--- config.mk ---
export PLATFORM = sky130hd
export DESIGN_NAME = ctrl_decode_pipe
export DESIGN_NICKNAME = d
export VERILOG_FILES = /design/src/rtl/ctrl_pkg.sv /design/src/rtl/ctrl_decode_comb.sv /design/src/rtl/ctrl_decode_pipe.sv
export SDC_FILE = /design/constraint.sdc
export NUM_CORES = 1
export LEC_CHECK = 0
export ABC_AREA = 1
export CORE_ASPECT_RATIO = 1.75
export CORE_MARGIN = 2
export CORE_UTILIZATION = 48
export CTS_BUF_LIST = sky130_fd_sc_hd__clkbuf_8
export DETAILED_ROUTE_END_ITERATION = 7
export GPL_TIMING_DRIVEN = 0
export PLACE_DENSITY_LB_ADDON = 0.3
export RECOVER_POWER = 50
export SLEW_MARGIN = 20
export SYNTH_ARGS = -nofsm -noshare
export SYNTH_HDL_FRONTEND = slang
export SYNTH_SLANG_ARGS = --single-unit
export TNS_END_PERCENT = 50
--- constraint.sdc ---
create_clock -name clk_i -period 2 [get_ports clk_i]
set_input_delay 0.5 -clock clk_i [delete_from_list [all_inputs] [get_ports clk_i]]
set_output_delay 0.5 -clock clk_i [all_outputs]
set_load 0.01 [all_outputs]
--- src/rtl/ctrl_pkg.sv ---
// Shared encodings for the registered control decoder: RV32 opcodes,
// funct7 classes, ALU operation codes, write-back select and the bundle type.
package ctrl_pkg;

  localparam logic [6:0] OP_LUI   = 7'b0110111;
  localparam logic [6:0] OP_AUIPC = 7'b0010111;
  localparam logic [6:0] OP_JAL   = 7'b1101111;
  localparam logic [6:0] OP_JALR  = 7'b1100111;
  localparam logic [6:0] OP_BXX   = 7'b1100011;
  localparam logic [6:0] OP_LXX   = 7'b0000011;
  localparam logic [6:0] OP_SXX   = 7'b0100011;
  localparam logic [6:0] OP_IXX   = 7'b0010011;
  localparam logic [6:0] OP_RXX   = 7'b0110011;

  localparam logic [6:0] F7_BASE   = 7'b0000000;
  localparam logic [6:0] F7_ALT    = 7'b0100000;
  localparam logic [6:0] F7_MULDIV = 7'b0000001;

  localparam logic [4:0] ALU_ADD    = 5'd0;
  localparam logic [4:0] ALU_SLL    = 5'd1;
  localparam logic [4:0] ALU_SLT    = 5'd2;
  localparam logic [4:0] ALU_SLTU   = 5'd3;
  localparam logic [4:0] ALU_XOR    = 5'd4;
  localparam logic [4:0] ALU_SRL    = 5'd5;
  localparam logic [4:0] ALU_OR     = 5'd6;
  localparam logic [4:0] ALU_AND    = 5'd7;
  localparam logic [4:0] ALU_SRA    = 5'd8;
  localparam logic [4:0] ALU_SUB    = 5'd9;
  localparam logic [4:0] ALU_PASS   = 5'd15;
  localparam logic [4:0] ALU_MUL    = 5'd16;
  localparam logic [4:0] ALU_MULH   = 5'd17;
  localparam logic [4:0] ALU_MULHSU = 5'd18;
  localparam logic [4:0] ALU_MULHU  = 5'd19;
  localparam logic [4:0] ALU_DIV    = 5'd20;
  localparam logic [4:0] ALU_DIVU   = 5'd21;
  localparam logic [4:0] ALU_REM    = 5'd22;
  localparam logic [4:0] ALU_REMU   = 5'd23;

  typedef enum logic [1:0] {
    WB_MEM = 2'b00,
    WB_ALU = 2'b01,
    WB_PC4 = 2'b10,
    WB_IMM = 2'b11
  } wb_sel_t;

  typedef struct packed {
    logic       alusrc1;
    logic       alusrc2;
    wb_sel_t    dmem_to_reg;
    logic       reg_write;
    logic       mem_read;
    logic       mem_write;
    logic       branch;
    logic       jump;
    logic [4:0] alu_op;
    logic [4:0] rd;
  } ctrl_bundle_t;

  // Base integer ops: funct3 selects the operation directly
  function automatic logic [4:0] alu_from_funct3(input logic [2:0] funct3);
    logic [4:0] op;
    op = ALU_ADD;
    case (funct3)
      3'b000: op = ALU_ADD;
      3'b001: op = ALU_SLL;
      3'b010: op = ALU_SLT;
      3'b011: op = ALU_SLTU;
      3'b100: op = ALU_XOR;
      3'b101: op = ALU_SRL;
      3'b110: op = ALU_OR;
      3'b111: op = ALU_AND;
      default: op = ALU_ADD;
    endcase
    return op;
  endfunction

  // Multiply/divide ops: funct3 selects MUL..REMU
  function automatic logic [4:0] muldiv_from_funct3(input logic [2:0] funct3);
    logic [4:0] op;
    op = ALU_MUL;
    case (funct3)
      3'b000: op = ALU_MUL;
      3'b001: op = ALU_MULH;
      3'b010: op = ALU_MULHSU;
      3'b011: op = ALU_MULHU;
      3'b100: op = ALU_DIV;
      3'b101: op = ALU_DIVU;
      3'b110: op = ALU_REM;
      3'b111: op = ALU_REMU;
      default: op = ALU_MUL;
    endcase
    return op;
  endfunction

endpackage

--- src/rtl/ctrl_decode_comb.sv ---
// Pure combinational RV32I(+M) control decode: instruction word to control
// bundle, illegal flag, and the source-register usage needed for hazards.
module ctrl_decode_comb
  import ctrl_pkg::*;
#(
  parameter bit EN_M = 1'b0
) (
  input  logic [31:0]  instr,
  output ctrl_bundle_t ctrl,
  output logic         illegal,
  output logic         uses_rs1,
  output logic         uses_rs2,
  output logic [4:0]   rs1,
  output logic [4:0]   rs2
);

  logic [6:0] opcode;
  logic [2:0] funct3;
  logic [6:0] funct7;
  logic [4:0] rd;

  assign opcode = instr[6:0];
  assign rd     = instr[11:7];
  assign funct3 = instr[14:12];
  assign rs1    = instr[19:15];
  assign rs2    = instr[24:20];
  assign funct7 = instr[31:25];

  // Source-register usage by instruction format
  always_comb begin
    uses_rs1 = !(opcode == OP_LUI || opcode == OP_AUIPC || opcode == OP_JAL);
    uses_rs2 = (opcode == OP_RXX) || (opcode == OP_SXX) || (opcode == OP_BXX);
  end

  // Opcode/funct decode; illegal encodings collapse to an all-zero bundle
  always_comb begin
    ctrl    = '0;
    illegal = 1'b0;
    case (opcode)
      OP_LUI: begin
        ctrl.alusrc2     = 1'b1;
        ctrl.dmem_to_reg = WB_IMM;
        ctrl.reg_write   = 1'b1;
        ctrl.alu_op      = ALU_PASS;
        ctrl.rd          = rd;
      end
      OP_AUIPC: begin
        ctrl.alusrc1     = 1'b1;
        ctrl.alusrc2     = 1'b1;
        ctrl.dmem_to_reg = WB_ALU;
        ctrl.reg_write   = 1'b1;
        ctrl.alu_op      = ALU_ADD;
        ctrl.rd          = rd;
      end
      OP_JAL: begin
        ctrl.alusrc1     = 1'b1;
        ctrl.alusrc2     = 1'b1;
        ctrl.dmem_to_reg = WB_PC4;
        ctrl.reg_write   = 1'b1;
        ctrl.jump        = 1'b1;
        ctrl.alu_op      = ALU_ADD;
        ctrl.rd          = rd;
      end
      OP_JALR: begin
        ctrl.alusrc2     = 1'b1;
        ctrl.dmem_to_reg = WB_PC4;
        ctrl.reg_write   = 1'b1;
        ctrl.jump        = 1'b1;
        ctrl.alu_op      = ALU_ADD;
        ctrl.rd          = rd;
      end
      OP_BXX: begin
        ctrl.branch = 1'b1;
        case (funct3)
          3'b000, 3'b001: ctrl.alu_op = ALU_SUB;
          3'b100, 3'b101: ctrl.alu_op = ALU_SLT;
          3'b110, 3'b111: ctrl.alu_op = ALU_SLTU;
          default:        illegal     = 1'b1;
        endcase
      end
      OP_LXX: begin
        ctrl.alusrc2     = 1'b1;
        ctrl.dmem_to_reg = WB_MEM;
        ctrl.reg_write   = 1'b1;
        ctrl.mem_read    = 1'b1;
        ctrl.alu_op      = ALU_ADD;
        ctrl.rd          = rd;
      end
      OP_SXX: begin
        ctrl.alusrc2   = 1'b1;
        ctrl.mem_write = 1'b1;
        ctrl.alu_op    = ALU_ADD;
      end
      OP_IXX: begin
        ctrl.alusrc2     = 1'b1;
        ctrl.dmem_to_reg = WB_ALU;
        ctrl.reg_write   = 1'b1;
        ctrl.alu_op      = alu_from_funct3(funct3);
        ctrl.rd          = rd;
        // Only shift immediates carry a funct7; other I-types use those bits as immediate
        if (funct3 == 3'b001 || funct3 == 3'b101) begin
          if (funct7 == F7_ALT && funct3 == 3'b101) ctrl.alu_op = ALU_SRA;
          else if (funct7 != F7_BASE)               illegal     = 1'b1;
        end
      end
      OP_RXX: begin
        ctrl.dmem_to_reg = WB_ALU;
        ctrl.reg_write   = 1'b1;
        ctrl.rd          = rd;
        case (funct7)
          F7_BASE: ctrl.alu_op = alu_from_funct3(funct3);
          F7_ALT: begin
            if (funct3 == 3'b000)      ctrl.alu_op = ALU_SUB;
            else if (funct3 == 3'b101) ctrl.alu_op = ALU_SRA;
            else                       illegal     = 1'b1;
          end
          F7_MULDIV: begin
            if (EN_M) ctrl.alu_op = muldiv_from_funct3(funct3);
            else      illegal     = 1'b1;
          end
          default: illegal = 1'b1;
        endcase
      end
      default: illegal = 1'b1;
    endcase

    if (illegal)              ctrl           = '0;
    else if (ctrl.rd == '0)   ctrl.reg_write = 1'b0;
  end

endmodule

--- src/rtl/ctrl_decode_pipe.sv ---
// Registered control decoder: ID/EX output register with valid/ready
// handshake, one-cycle load-use hazard tracker and branch/jump flush.
module ctrl_decode_pipe
  import ctrl_pkg::*;
#(
  parameter int unsigned ALU_OP_W = 6,
  parameter bit          EN_M     = 1'b0,
  parameter int unsigned REG_AW   = 5
) (
  input  logic                clk_i,
  input  logic                reset_ni,
  input  logic                flush_i,
  input  logic                in_valid_i,
  output logic                in_ready_o,
  input  logic [31:0]         instr_i,
  output logic                out_valid_o,
  input  logic                out_ready_i,
  output logic                alusrc1_o,
  output logic                alusrc2_o,
  output logic [1:0]          dmem_to_reg_o,
  output logic                reg_write_o,
  output logic                mem_read_o,
  output logic                mem_write_o,
  output logic                branch_o,
  output logic                jump_o,
  output logic [ALU_OP_W-1:0] alu_op_o,
  output logic [REG_AW-1:0]   rd_o,
  output logic                illegal_o
);

  ctrl_bundle_t dec_ctrl;
  ctrl_bundle_t held;
  logic         dec_illegal;
  logic         held_illegal;
  logic         uses_rs1;
  logic         uses_rs2;
  logic [4:0]   rs1;
  logic [4:0]   rs2;
  logic         valid;
  logic         armed;
  logic [4:0]   load_rd;
  logic         hazard;
  logic         ready;
  logic         accept;
  logic         consume;
  logic         arm_next;

  ctrl_decode_comb #(
    .EN_M (EN_M)
  ) u_decode (
    .instr    (instr_i),
    .ctrl     (dec_ctrl),
    .illegal  (dec_illegal),
    .uses_rs1 (uses_rs1),
    .uses_rs2 (uses_rs2),
    .rs1      (rs1),
    .rs2      (rs2)
  );

  // Handshake and load-use hazard detection
  always_comb begin
    hazard   = armed & ((uses_rs1 & (rs1 == load_rd)) | (uses_rs2 & (rs2 == load_rd)));
    ready    = (~valid | out_ready_i) & ~hazard & ~flush_i;
    accept   = in_valid_i & ready;
    consume  = valid & out_ready_i;
    arm_next = consume & held.mem_read & (held.rd != '0);
  end

  // ID/EX register: flush drops the bundle, accept loads, consume empties
  always_ff @(posedge clk_i or negedge reset_ni) begin
    if (!reset_ni) begin
      valid        <= 1'b0;
      held         <= '0;
      held_illegal <= 1'b0;
    end else if (flush_i) begin
      valid <= 1'b0;
    end else if (accept) begin
      valid        <= 1'b1;
      held         <= dec_ctrl;
      held_illegal <= dec_illegal;
    end else if (consume) begin
      valid <= 1'b0;
    end
  end

  // Load tracker: armed for the single cycle after a load leaves for EX
  always_ff @(posedge clk_i or negedge reset_ni) begin
    if (!reset_ni) begin
      armed   <= 1'b0;
      load_rd <= '0;
    end else if (flush_i) begin
      armed   <= 1'b0;
      load_rd <= '0;
    end else begin
      armed <= arm_next;
      if (arm_next) load_rd <= held.rd;
    end
  end

  assign in_ready_o    = ready;
  assign out_valid_o   = valid;
  assign alusrc1_o     = held.alusrc1;
  assign alusrc2_o     = held.alusrc2;
  assign dmem_to_reg_o = held.dmem_to_reg;
  assign reg_write_o   = held.reg_write;
  assign mem_read_o    = held.mem_read;
  assign mem_write_o   = held.mem_write;
  assign branch_o      = held.branch;
  assign jump_o        = held.jump;
  assign alu_op_o      = ALU_OP_W'(held.alu_op);
  assign rd_o          = REG_AW'(held.rd);
  assign illegal_o     = held_illegal;

endmodule

# After elaboration in Yosys (flattened, before gate mapping)
# Memories as Yosys holds them, arrays and structs flattened.
# Cells that the tools add are included.
dict set report op_classes {
  n_mux 33
  bitwise 14
  eq_ne 17
  reduce_logical 25
}
# operator count
set ops {}
lappend ops {{5-bit two-way mux} 6}
lappend ops {{7-bit by 6-bit equality test with 1-bit output (second input constant)} 4}
lappend ops {{7-bit equality test (second input constant)} 3}
lappend ops {{5-bit case mux with 4 select lines} 1}
lappend ops {{1-bit two-way mux} 18}
lappend ops {{7-bit by 5-bit equality test with 1-bit output (second input constant)} 2}
lappend ops {{14-bit two-way mux} 1}
lappend ops {{7-bit OR reduction} 2}
lappend ops {{3-bit equality test (second input constant)} 4}
lappend ops {{3-bit case mux with 4 select lines} 1}
lappend ops {{4-bit case mux with 3 select lines} 1}
lappend ops {{6-bit OR reduction} 2}
lappend ops {{5-bit equality test} 2}
lappend ops {{5-bit case mux with 2 select lines} 1}
lappend ops {{2-bit OR reduction} 5}
lappend ops {{1-bit AND} 9}
lappend ops {{4-bit two-way mux} 2}
lappend ops {{7-bit by 2-bit equality test with 1-bit output (second input constant)} 1}
lappend ops {{7-bit logical NOT} 1}
lappend ops {{7-bit nonzero test} 1}
lappend ops {{5-bit logical NOT} 1}
lappend ops {{1-bit logical OR} 5}
lappend ops {{5-bit nonzero test} 1}
lappend ops {{1-bit case mux with 4 select lines} 1}
lappend ops {{11 further kinds} 14}
dict set report word_totals {
  rom_bits 48
  wordCells 105
  memories 2
  input_bits 37
  out_inout_bits 23
  ff_bits 27
}
# memory depth word_bits read_ports rd_clocked_by_memory_dff wr line
set mem_list {}
lappend mem_list {{(name not given)} 8 3 1 0 0 ctrl_pkg.sv:63} ;# case (funct3)
lappend mem_list {{(name not given)} 8 3 1 0 0 ctrl_pkg.sv:63}

# Logic depth before layout (Yosys ltp)
dict set report depth {
  word_depth 13
  mapped_depth 13
  mapped_depth_nobuf 13
}

# Hierarchy
# A second synthesis with hierarchy kept.
dict set report unflattened {
  cells_unflattened 318
  hier_area_um2 2128.3
}
# mod area_each_um2 cells_each seq_area_each_um2 instances
set by_module_without_submodules {}
lappend by_module_without_submodules {ctrl_decode_pipe 1335.0 176 675.6 1}
lappend by_module_without_submodules {ctrl_decode_comb 793.3 142 0.0 1}

# Least setup slack after synthesis
# OpenSTA, ideal clock, no wires.
dict set report synth_timing {
  path_kind {input port to output port}
  start {in instr_i[1]}
  end {out in_ready_o}
  required_time_ns 1.500
  t_arrival_ns 1.295
  cell_stages 10
  path_slack_ns 0.205
  path_buffers 0
  path_cell_list {nand2_1 > nor2_1 > inv_1 > nor2_4 > nor2_2 > nand2_1 > nand2_1 > nand2_2 > nand2_1 > inv_1}
}
dict set report synth_via {
  elab_chain_len 10
  word_cells_on_any_way 18
  classes_between {eq/ne (6); bitwise (7); reduce/logical (5)}
}
# element line
set synth_rtl {}
lappend synth_rtl {{start, declared} ctrl_decode_pipe.sv:15} ;# input logic [31:0] instr_i,
lappend synth_rtl {{7-bit by 6-bit equality test with 1-bit output / 7-bit by 5-bit equality test with 1-bit output (equally long branches)} ctrl_decode_comb.sv:31} ;# uses_rs1 = !(opcode == OP_LUI || opcode == OP_AUIPC || opcode == OP_JAL);
lappend synth_rtl {{1-bit logical OR (2 in a row)} ctrl_decode_comb.sv:31}
lappend synth_rtl {{1-bit logical NOT} ctrl_decode_comb.sv:31}
lappend synth_rtl {{1-bit AND} ctrl_decode_pipe.sv:62} ;# hazard = armed & ((uses_rs1 & (rs1 == load_rd)) | (uses_rs2 & (rs2 == load_rd)));
lappend synth_rtl {{1-bit bitwise OR *} ctrl_decode_pipe.sv:62}
lappend synth_rtl {{1-bit AND *} ctrl_decode_pipe.sv:62}
lappend synth_rtl {{1-bit NOT *} ctrl_decode_pipe.sv:63} ;# ready = (~valid | out_ready_i) & ~hazard & ~flush_i;
lappend synth_rtl {{1-bit AND * (2 in a row)} ctrl_decode_pipe.sv:63}
lappend synth_rtl {{end, declared} ctrl_decode_pipe.sv:14} ;# output logic in_ready_o,
# Mark *: on every way between the ends. The rest lies on a longest branch, timed or not.

# Worst setup path after layout
dict set report layout_timing {
  start {in instr_i[4]}
  end {out in_ready_o}
}
# The elaborated chain is that of the path after synthesis.

==> metrics.sh <==
SIGNED_AREA_CHANGE_FROM_THE_SYNTHESIZED_NETLIST_TO_THE_FINAL_LAYOUT_PCT=52.5
RRSETUPSLACK_NS=0.03
HOLD_PATH_CLASS='reg -> reg'
CORE_AREA_SQ_UM=3660
FIN_HOLD_WS_NS=0.486
SHARE_OF_FINAL_LAYOUT_STANDARD_CELLS_STRONGER_THAN_DRIVE_STRENGTH_1_PCT=27.7
NUMBER_OF_BUFFERS_ON_THE_LONGEST_CLOCK_PATH=2
CLOCK_PIN_SLEW_WORST_SETUP_AND_HOLD_PATHS_NS=0.08
RSZ_0062_RAISED_AFTER_GLOBAL_ROUTING='true'
PLACE.DETAILED.HPWL_MM=3.74
BOUNDARY_PINS=60
POSTSYNTHCELLCOUNT=273
TRACK_USAGE_PCT=23.9
CP.ARRIVAL_NS=1.56
GLOBALPLACE.CONGESTION=0.920
MAPPEDNETLISTAREA_SQ_UM=1850
WL_CELL_UM=13.5
MAXCLOCKFREQUENCY_MHz=486
CLK_LATENCY_NS=0.26
MAX-CAP-VIOLATIONS=0
DIE_AREA_SQ_UM=4390
WORST_SLEW_MARGIN_REL_PCT=9.87
DIE_X_UM=51.0
IRDROPWORSTVDD_mV=0.345
CTS_NUM_SINKS=26
FIN_TOTAL_PWR_W=0.00114
YOSYS_WARNINGS=0
CTS_HOLD_BUFFERS=0
WORSTSETUPENDPOINTTYPE='output pin'
MOSTFREQUENTLAYOUTCELL='sky130_fd_sc_hd__nand2_1'
FIRST_GLOBAL_VIAS=1954
GRT_START_MAX_NET_PINS=27
H_TREE_LEVELS=1
SYNTH.FF_LATCH_COUNT=26
DIE_HEIGHT_UM=86.2
FIN_NETS=400
NETLIST-CELL-TYPE-COUNT=25
TIMING.FINAL.CRIT_PERIOD_NS=2.06
LAYOUT.CELLS.NON_FILLER=403
P_LEAK_nW=1.41
DRTITER0DRC=40
CTS-ROOT-BUF='sky130_fd_sc_hd__clkbuf_8'
NUMBER_OF_PINS_WITH_NEGATIVE_MAX_SLEW_SLACK_IN_THE_FINAL_REPORT=0
VIASPERCELL=5.10
GLOBAL_ROUTE_OVERFLOW=0
SORT_OF_ELEMENT_AT_THE_START_OF_THE_CRITICAL_PATH='input pin'
ROUTED_WL_MM=5.42
ANTENNA_CELLS=0
STD_CELL_ROWS=29
FAILED_CHECKS='negative setup slack'
NUMPORTBUFFERS=57
ANTENNA_VIOLATING_NETS_POST_ROUTE=0
SYN_AVG_CELL_AREA_SQ_UM=6.79
POST_SYNTHESIS_SEQUENTIAL_AREA_RATIO_PCT=35.1
NUMCTSBUFFERS=3
OUTCOME='complete, but fails checks'
PRE_CTS_WS_NS=-0.878
HOLD_VIOL_FINAL=0
FINALSETUPVIOLCOUNT=1
CELLPOWERDENSITY_nW_PER_UM2=402
WORSTMARGINPINSLEW_NS=1.35
POST_ROUTE_SKEW_NS=0.00363
DRT_PASS1_ITERATIONS=5
GRT_FIRST_PASS_WIRELENGTH_MM=8.11
WORST-ENDPOINT-REQUIRED_NS=1.50
FINALSETUPTNS_NS=-0.0584
WORST_SLACK_NS=-0.0584
MAXIMUM_FANOUT_ALONG_THE_WORST_PATH=3
CRIT_TYPE='in -> out'
ANTENNA_FOUND_INITIAL=0
LAYOUT_COMMON_CELLS='sky130_fd_sc_hd__nand2_1, sky130_fd_sc_hd__clkdlybuf4s50_1, sky130_fd_sc_hd__inv_1'
DP_CELLS=377
INITIAL_UTILIZATION_PCT=50.6
TRITONCTS='done'
DRC=0
PERIOD_SHARE_PCT=103
DETAILROUTE.VIA_COUNT=2055
-- critical path, cell delays in order --
cell	delay (ns)
sky130_fd_sc_hd__buf_2	0.13
sky130_fd_sc_hd__inv_4	0.08
sky130_fd_sc_hd__nand2_4	0.07
sky130_fd_sc_hd__nor2_4	0.14
sky130_fd_sc_hd__nand2_2	0.08
sky130_fd_sc_hd__nand2_2	0.09
sky130_fd_sc_hd__nor2_4	0.05
sky130_fd_sc_hd__nand2_1	0.07
sky130_fd_sc_hd__nand2_1	0.07
sky130_fd_sc_hd__nand2_2	0.08
sky130_fd_sc_hd__nand2_2	0.04
sky130_fd_sc_hd__inv_1	0.05
sky130_fd_sc_hd__buf_2	0.11
-- cell usage after synthesis --
cell type / number / area (sq um)
sky130_fd_sc_hd__nand3_1: 19 / 95.1
sky130_fd_sc_hd__nand3_4: 1 / 17.5
sky130_fd_sc_hd__dfrtp_1: 26 / 651
sky130_fd_sc_hd__o31ai_1: 2 / 15.0
sky130_fd_sc_hd__o21ai_0: 7 / 35.0
sky130_fd_sc_hd__xor2_1: 3 / 26.3
sky130_fd_sc_hd__nand2_1: 91 / 342
sky130_fd_sc_hd__xnor2_1: 2 / 17.5
sky130_fd_sc_hd__buf_4: 2 / 15.0
sky130_fd_sc_hd__nor2_4: 1 / 11.3
sky130_fd_sc_hd__nor3_1: 1 / 5.00
sky130_fd_sc_hd__a21oi_1: 3 / 15.0
sky130_fd_sc_hd__o22ai_1: 1 / 6.26
sky130_fd_sc_hd__ha_1: 5 / 62.6
sky130_fd_sc_hd__conb_1: 1 / 3.75
sky130_fd_sc_hd__o21ai_1: 4 / 20.0
sky130_fd_sc_hd__nor2_1: 32 / 120
sky130_fd_sc_hd__nand2_2: 4 / 25.0
sky130_fd_sc_hd__nand4_1: 6 / 37.5
sky130_fd_sc_hd__inv_1: 39 / 146
sky130_fd_sc_hd__inv_2: 2 / 7.51
sky130_fd_sc_hd__nor2_2: 6 / 37.5
sky130_fd_sc_hd__buf_6: 4 / 45.0
sky130_fd_sc_hd__o2111ai_1: 1 / 8.76
sky130_fd_sc_hd__o21ai_2: 10 / 87.6
-- through the flow --
| step | instance area (sq um) | utilization (%) |
|---|---|---|
| after floorplan | 1860 | - |
| after global placement | 2480 | 67.8 |
| final | 2830 | 77.1 |
| after CTS | 2660 | 72.6 |
| after global routing | 2830 | 77.1 |
| after detailed placement | 2480 | 67.7 |
-- state kept, by name, indices dropped and copies added, names as in the netlist, 2 cells and up --
signal         flops
dmem_to_reg_o      2
rd_o               5
alu_op_o           4
load_rd            5
-- logic make-up (layout without fill, tap and decap cells) --
kind of cell,after synthesis,in the layout,synth area share (%)
buffers and inverters,47,130,11.5
AND/OR/NAND/NOR,161,161,37.3
other,1,2,0.202
adder cells (fa/ha/maj),5,5,3.38
flip-flops,26,26,35.1
XOR/XNOR,5,5,2.36
AO/OA/AOI/OAI,28,28,10.1
-- area by class of cell --
class	instances	area (sq um)
buffer	6	72.6
clock buffer	4	55.1
fill	248	840
inverter	41	156
multi-input combinational	201	1120
sequential	26	651
tap	46	57.6
timing repair buffer	79	712
-- worst paths after layout --
| check | from | to | cells past startpoint |
|---|---|---|---|
| setup reg to reg | load_rd[4] | branch_o | 14 |
| hold reg to reg | alusrc2_o | alusrc2_o | 2 |
| setup / recovery | instr_i[4] | in_ready_o | 13 |
| max in group asynchronous | reset_ni | alusrc2_o | 1 |
| hold / removal | alusrc2_o | alusrc2_o | 2 |
| min in group asynchronous | reset_ni | rd_o[3] | 1 |
-- layer usage --
layer | vias up | global-route usage [%] | wire length (um)
met1 | 934 | 22.7 | 1830
met3 | 14 | 3.28 | 290
li1 | 1019 | - | -
met4 | 0 | 8.85 | 155
met5 | - | 0 | 0
met2 | 88 | 48.8 | 3150
-- power by group --
| group | switching (W) | internal, W | leakage [nW] |
|---|---|---|---|
| Sequential | 0.00000543 | 0.000532 | 0.359 |
| Clock | 0.000154 | 0.000176 | 0.0288 |
| Combinational | 0.000139 | 0.000129 | 1.02 |
| Total | 0.000299 | 0.000838 | 1.41 |
-- repair_timing --
| item | CTS | global route |
|---|---|---|
| endpoints found under the setup margin | 20 | 21 |
| pin swaps | 22 | 14 |
| buffers inserted | 12 | 9 |
| resized for setup | 65 | 31 |
| gates cloned | 0 | 1 |
Power figures use the tool's default switching activity.
